==> config.mk <==
export PLATFORM = sky130hd
export DESIGN_NAME = unified_mem_arbiter
export DESIGN_NICKNAME = d
export VERILOG_FILES = /design/src/rtl/unified_mem_arbiter.sv
export SDC_FILE = /design/constraint.sdc
export NUM_CORES = 1
export LEC_CHECK = 0
export ABC_AREA = 1
export CORE_AREA = 2 2 103 105
export DETAILED_ROUTE_END_ITERATION = 7
export DIE_AREA = 0 0 105 107
export GPL_ROUTABILITY_DRIVEN = 0
export PLACE_DENSITY_LB_ADDON = 0.05
export SYNTH_ARGS = -nofsm -noshare
export SYNTH_HDL_FRONTEND = slang
export SYNTH_SLANG_ARGS = --single-unit
==> constraint.sdc <==
create_clock -name clk_i -period 1.4 [get_ports clk_i]
set_input_delay 0.14 -clock clk_i [delete_from_list [all_inputs] [get_ports clk_i]]
set_output_delay 0.14 -clock clk_i [all_outputs]
set_load 0.005 [all_outputs]
==> src/rtl/unified_mem_arbiter.sv <==
// Arbitrates one fixed-latency single-ported memory between instruction fetch and data load/store.
// Optional build macro ARB_ROUND_ROBIN_EN swaps starvation-limited data priority for round-robin.
module unified_mem_arbiter #(
  parameter int unsigned ADDR_WIDTH   = 32,
  parameter int unsigned DATA_WIDTH   = 32,
  parameter int unsigned MEM_LATENCY  = 2,
  parameter int unsigned STARVE_LIMIT = 4
) (
  input  logic                  clk_i,
  input  logic                  rst_i,
  input  logic                  if_req_i,
  input  logic [ADDR_WIDTH-1:0] if_addr_i,
  output logic                  if_gnt_o,
  output logic                  if_rvalid_o,
  output logic [DATA_WIDTH-1:0] if_rdata_o,
  input  logic                  dm_req_i,
  input  logic                  dm_we_i,
  input  logic [ADDR_WIDTH-1:0] dm_addr_i,
  input  logic [DATA_WIDTH-1:0] dm_wdata_i,
  output logic                  dm_gnt_o,
  output logic                  dm_rvalid_o,
  output logic [DATA_WIDTH-1:0] dm_rdata_o,
  output logic                  mem_req_o,
  output logic                  mem_we_o,
  output logic [ADDR_WIDTH-1:0] mem_addr_o,
  output logic [DATA_WIDTH-1:0] mem_wdata_o,
  input  logic [DATA_WIDTH-1:0] mem_rdata_i,
  output logic                  busy_o
);

  typedef enum logic {S_IDLE, S_WAIT} state_t;
  typedef enum logic {OWN_IF, OWN_DM} owner_t;

  localparam logic [3:0] CNT_RELOAD = 4'(MEM_LATENCY - 1);

  state_t     state_q, state_d;
  owner_t     owner_q, owner_d;
  logic [3:0] cnt_q, cnt_d;

  logic open_w;
  logic rd_done;
  logic pick_dm;
  logic gnt_if;
  logic gnt_dm;
  logic rd_gnt;

  // Reset also gates the open window so no grant leaks out while rst_i is held.
  assign open_w  = !rst_i && ((state_q == S_IDLE) || (cnt_q == '0));
  assign rd_done = (state_q == S_WAIT) && (cnt_q == '0);

`ifdef ARB_ROUND_ROBIN_EN
  owner_t last_q;

  always_comb begin
    pick_dm = dm_req_i && (!if_req_i || (last_q == OWN_IF));
  end

  always_ff @(posedge clk_i or posedge rst_i) begin
    if (rst_i) begin
      last_q <= OWN_DM;
    end else if (gnt_if) begin
      last_q <= OWN_IF;
    end else if (gnt_dm) begin
      last_q <= OWN_DM;
    end
  end
`else
  localparam logic [3:0] STARVE_MAX = 4'(STARVE_LIMIT);

  logic [3:0] starve_q;

  always_comb begin
    pick_dm = dm_req_i && (!if_req_i || (starve_q != STARVE_MAX));
  end

  always_ff @(posedge clk_i or posedge rst_i) begin
    if (rst_i) begin
      starve_q <= '0;
    end else if (!if_req_i || gnt_if) begin
      starve_q <= '0;
    end else if (gnt_dm && (starve_q != STARVE_MAX)) begin
      starve_q <= starve_q + 4'd1;
    end
  end
`endif

  assign gnt_dm = open_w && pick_dm;
  assign gnt_if = open_w && if_req_i && !pick_dm;
  assign rd_gnt = gnt_if || (gnt_dm && !dm_we_i);

  always_comb begin
    state_d = state_q;
    cnt_d   = cnt_q;
    owner_d = owner_q;
    if (state_q == S_WAIT) begin
      if (cnt_q != '0) begin
        cnt_d = cnt_q - 4'd1;
      end else begin
        state_d = S_IDLE;
      end
    end
    // A read grant only happens when open, so it can safely override the retire path.
    if (rd_gnt) begin
      state_d = S_WAIT;
      cnt_d   = CNT_RELOAD;
      owner_d = gnt_dm ? OWN_DM : OWN_IF;
    end
  end

  always_ff @(posedge clk_i or posedge rst_i) begin
    if (rst_i) begin
      state_q <= S_IDLE;
      cnt_q   <= '0;
      owner_q <= OWN_IF;
    end else begin
      state_q <= state_d;
      cnt_q   <= cnt_d;
      owner_q <= owner_d;
    end
  end

  always_comb begin
    if_gnt_o    = gnt_if;
    dm_gnt_o    = gnt_dm;
    mem_req_o   = gnt_if || gnt_dm;
    mem_we_o    = gnt_dm && dm_we_i;
    mem_addr_o  = '0;
    mem_wdata_o = '0;
    if (gnt_dm) begin
      mem_addr_o  = dm_addr_i;
      mem_wdata_o = dm_wdata_i;
    end else if (gnt_if) begin
      mem_addr_o  = if_addr_i;
    end
  end

  always_comb begin
    if_rvalid_o = rd_done && (owner_q == OWN_IF);
    dm_rvalid_o = rd_done && (owner_q == OWN_DM);
    if_rdata_o  = if_rvalid_o ? mem_rdata_i : '0;
    dm_rdata_o  = dm_rvalid_o ? mem_rdata_i : '0;
    busy_o      = (state_q == S_WAIT);
  end

endmodule

======== Word-level counts from Yosys, hierarchy flattened ========
Index checks and enable logic that the tools add are counted.
storage, ports and cells
  input port bits ......................... 133
  flip-flop bits (word level) ............. 10
  output and inout port bits .............. 135
cells by class
  mux-type cells .......................... 14
  reductions and logical operators ........ 26
  bitwise logic cells ..................... 2
  equality and inequality tests ........... 1
  $add $sub $neg .......................... 2
operator list
  cell                   number
  $mux W32               5
  $mux W4                5
  $logic_and A1 B1 Y1    11
  $reduce_bool A2 Y1     3
  $logic_or A1 B1 Y1     5
  $add A4 B1 Y4 const B  1
  $logic_not A1 Y1       4
  $logic_not A4 Y1       1
  $mux W1                4
  $ne A4 B3 Y1 const B   1
  $reduce_bool A4 Y1     1
  $sub A4 B1 Y4 const B  1
  $not A1 Y1             2
  $reduce_and A2 Y1      1

======== Longest topological paths before layout ========
  word-level depth ........................ 8
  mapped depth ............................ 10
  depth with buffers taken out ............ 10

======== Worst setup path after synthesis ========
Ideal clock, no wire load.
  kind .................................... reg2out
  start ................................... register cnt_q[0]
  end ..................................... output mem_addr_o[22]
  required time ........................... 1260 ps
  arrival time ............................ 1348 ps
  path slack .............................. -88 ps
  path buffers ............................ 1
  cell stages (with the launch flop) ...... 10
  cell sequence ........................... dfrtp_1 > inv_1 > ha_1 > nand2_1 > nand2_2 > nand2_4 > nor2_8 > buf_2 > nand2_1 > nand2_1
RTL lines
  item                    line  RTL
  start, declared         38    logic [3:0] cnt_q, cnt_d;
  start signal, assigned  117   cnt_q <= cnt_d;
  $logic_not A4 Y1        48    assign open_w = !rst_i && ((state_q == S_IDLE) || (cnt_q == '0));
  $logic_or A1 B1 Y1      48
  $logic_and A1 B1 Y1     48
  $logic_and A1 B1 Y1     87    assign gnt_dm = open_w && pick_dm;
  via dm_gnt_o            20    output logic dm_gnt_o,
  $mux W32                129   if (gnt_dm) begin
  end, declared           25    output logic [ADDR_WIDTH-1:0] mem_addr_o,
The timed path passes the listed nets, and every way through them passes these cells.

======== Worst setup path after layout ========
  start ................................... register starve_q[0]
  end ..................................... output mem_addr_o[31]
between the ends
  cells in the longest elaborated chain, start to end .. 7
ends and longest elaborated chain
  item                     line  RTL
  start, declared          70    logic [3:0] starve_q;
  start signal, assigned   82    starve_q <= starve_q + 4'd1;
  $ne A4 B3 Y1 (*)         73    pick_dm = dm_req_i && (!if_req_i || (starve_q != STARVE_MAX));
  $logic_or A1 B1 Y1 (*)   73
  $logic_and A1 B1 Y1 (*)  73
  $logic_not A1 Y1         88    assign gnt_if = open_w && if_req_i && !pick_dm;
  $logic_and A1 B1 Y1      88
  $mux W32                 132   end else if (gnt_if) begin
  $mux W32 (*)             129
Mark *: on every way between the ends. The rest lies on a longest branch, timed or not.

==> flow_metrics.tcl <==
set metrics [dict create \
    setup_violations 144 \
    seq_area_frac_synth_pct 14.51 \
    violations "negative setup slack" \
    ctsHtreeMaxLevel 1 \
    layout.cells.non_filler 837 \
    switchingPower_w 0.002207 \
    root_buffer "clkbuf_8" \
    syn-mean-instance-area_um2 4.870 \
    cap_violations 0 \
    cpPeakStageDelay_ns 0.38 \
    ir_worst_vdd_mv 1.054 \
    grt_pass1_vias 3287 \
    path_clk_slew_ns 0.05 \
    die_x_um 105 \
    ant_nets 0 \
    synth_area_leader_cell "nand2_1" \
    die_y_um 107 \
    fmax_ghz 0.5047 \
    p_seq_share_pct 8.5 \
    post-synth-top-area-fraction_pct 24.82 \
    n_fill_cell 909 \
    syn_inst 354 \
    grt_overflow 0 \
    p_sw_share_pct 41.74 \
    cts_buffer_depth 2 \
    clk_latency_ns 0.24 \
    cpMaxStageDelayCell "dfrtp_1" \
    yosys_warnings 0 \
    fin_crit_ns 1.981 \
    io_pins 268 \
    cp_max_fo 7 \
    power_density_nw_per_um2 857.8 \
    hold_viol 0 \
    drive_above_1_share_pct 55.43 \
    tightest_slew_ns 0.3734 \
    first_pass_iters 4 \
    period_share_pct 141.5 \
    worstPathArrival_ns 1.84 \
    power_frac_comb_pct 85.9 \
    grt_max_degree 18 \
    fin_ws_ns -0.5814 \
    fp.dieArea_um2 11240 \
    leakage_nw 3.231 \
    vias 3374 \
    critical_path_required_ns 1.26 \
    numCtsBuffers 3 \
    rr_worst_depth 13 \
    fp-row-count 37 \
    synth_area_um2 1724 \
    clock_skew_ns 0.005974 \
    numClockSinks 10 \
    status "finished with violations" \
    cts_tree "done" \
    port-buffer-count 267 \
    p_int_w 0.003080 \
    area_growth_pct 257.5 \
    multi_input_area_um2 1894 \
    synth_nets 491 \
    regArea_um2 250.2 \
    placed_cells 766 \
    start_util_pct 17.08 \
    drtIter0Drc 113 \
    drc 0 \
    clkPwrFrac_pct 5.6 \
    vias_per_cell 4.031 \
    cp-start-kind "register" \
    antenna_found_initial 1 \
    cp_cell_sequence "inv_2, ha_4, nand4_1, nand2_2, nor2_8, buf_12, buf_12, buf_6, buf_6, nand2_2, nand2_2, buf_6" \
    gr-usage-all-layers_pct 19.99 \
    relSlewSlack_pct 75.08 \
    crit_type "reg -> out" \
    finalNetCount 839 \
    routed_wl_um 12440 \
    maxSlewViolCount 0 \
    rsz0062_at_grt "yes" \
    tns_ns -62.04 \
    routedWlPerCell_um 14.86 \
    grt_pass1_wl_um 17760 \
    postCtsHoldBufs 0 \
    place_hpwl_um 8665 \
    endpoint_kind "output port" \
    synth_area_leaders "nand2_1 25%, nor2_1 22%, inv_1 17%" \
    synthDistinctLibCells 21 \
    fp.coreArea_um2 10090 \
    worstHoldPathType "in -> async" \
    ys_ff_latch 10 \
]
## per-stage QoR
stage          worst slack [ns]  hold WS [ns]  util, %  total power (W)  area [µm²]
2_1_floorplan          -0.08375       0.04126        -         0.001751        2022
4_1_cts                 -0.5568        0.3625    53.93         0.004622        5443
3_5_place_dp            -0.7172        0.5527    49.28         0.003547        4974
6_report                -0.5814        0.3619    61.07         0.005287        6163
3_3_place_gp            -0.6903        0.5545    49.28         0.003530        4974
5_1_grt                 -0.6733        0.3952    61.05         0.005630        6161
## state kept, by name, summed over array words and instances, names as in the netlist
name and cells:
busy_o 1, cnt_q 4, owner_q 1, starve_q 4
## final timing paths
path / end / start / slack [ns]
min: cnt_q[0] / rst_i / 0.36
max in group asynchronous: cnt_q[1] / rst_i / 0.89
max: mem_addr_o[31] / starve_q[0] / -0.58
max reg2reg: cnt_q[0] / starve_q[0] / -0.40
min reg2reg: starve_q[3] / starve_q[3] / 0.62
min in group clk_i: starve_q[3] / starve_q[3] / 0.62
## layout by cell type (no fill, tap or decap), drive strengths merged
master | Yosys | final
buf | 9 | 221
clkdlybuf4s50 | 0 | 132
nand2 | 117 | 117
nor2 | 105 | 105
inv | 81 | 82
nand3 | 11 | 11
dfrtp | 10 | 10
xor2 | 4 | 4
clkbuf | 6 | 4
ha | 4 | 4
nor3 | 2 | 2
clkinv | 0 | 2
diode | 0 | 1
o21bai | 1 | 1
nand4 | 1 | 1
o21ai | 1 | 1
or2 | 1 | 1
a21oi | 1 | 1
dlygate4sd2 | 0 | 1
## power by group through the flow
stage	combinational, W	clock (W)	sequential (W)
2_1_floorplan	0.00130	0	0.000449
3_3_place_gp	0.00309	0	0.000438
3_5_place_dp	0.00311	0	0.000441
4_1_cts	0.00386	0.000313	0.000447
5_1_grt	0.00485	0.000325	0.000458
6_report	0.00454	0.000296	0.000448
## cells by family (layout without fill, tap and decap cells)
group	count (synthesis)	after routing	synth area share (%)
simple gates	237	237	55.59
other cells	0	1	0
compound gates	3	3	1.233
xor+xnor	4	4	2.032
fa+ha+maj	4	4	2.903
flops	10	10	14.51
buf+inv	96	442	23.73
## layout make-up
cell class | instances | share of cell area (%)
clock buffers | 3 | 0.6699
repair buffers | 355 | 55.46
inverters | 81 | 5.359
multi-input cells | 248 | 30.73
repair inverters | 3 | 0.9135
diodes | 1 | 0.04060
well taps | 136 | 2.761
flip-flops and latches | 10 | 4.060
## synthesized netlist by cell type (all sizes together)
library cell  instances
nand2               117
nor2                105
inv                  81
nand3                11
dfrtp                10
buf                   9
clkbuf                6
ha                    4
xor2                  4
nor3                  2
a21oi                 1
nand4                 1
o21ai                 1
o21bai                1
or2                   1
## critical path: cells and delay by family, from the launching register on
| family | cells | cell delay, ns |
|---|---|---|
| adder cells (fa/ha/maj) | 1 | 0.15 |
| buffers and inverters | 6 | 0.67 |
| flip-flops | 1 | 0.38 |
| AND/OR/NAND/NOR | 5 | 0.41 |
## timing repair
item,in CTS,in global routing
buffers inserted,42,18
cloned,10,1
pin swaps,34,26
gates resized for setup,661,157
endpoints found under the setup margin,145,144
## layer usage
layer / up-vias / global-route usage [%] / routed length [µm]
met3: 24 / 6.140 / 961
met5: - / 0 / 0
met2: 145 / 39.89 / 7029
met4: 0 / 5.238 / 279
li1: 1693 / - / -
met1: 1512 / 19.85 / 4171
Power figures use the tool's default switching activity.
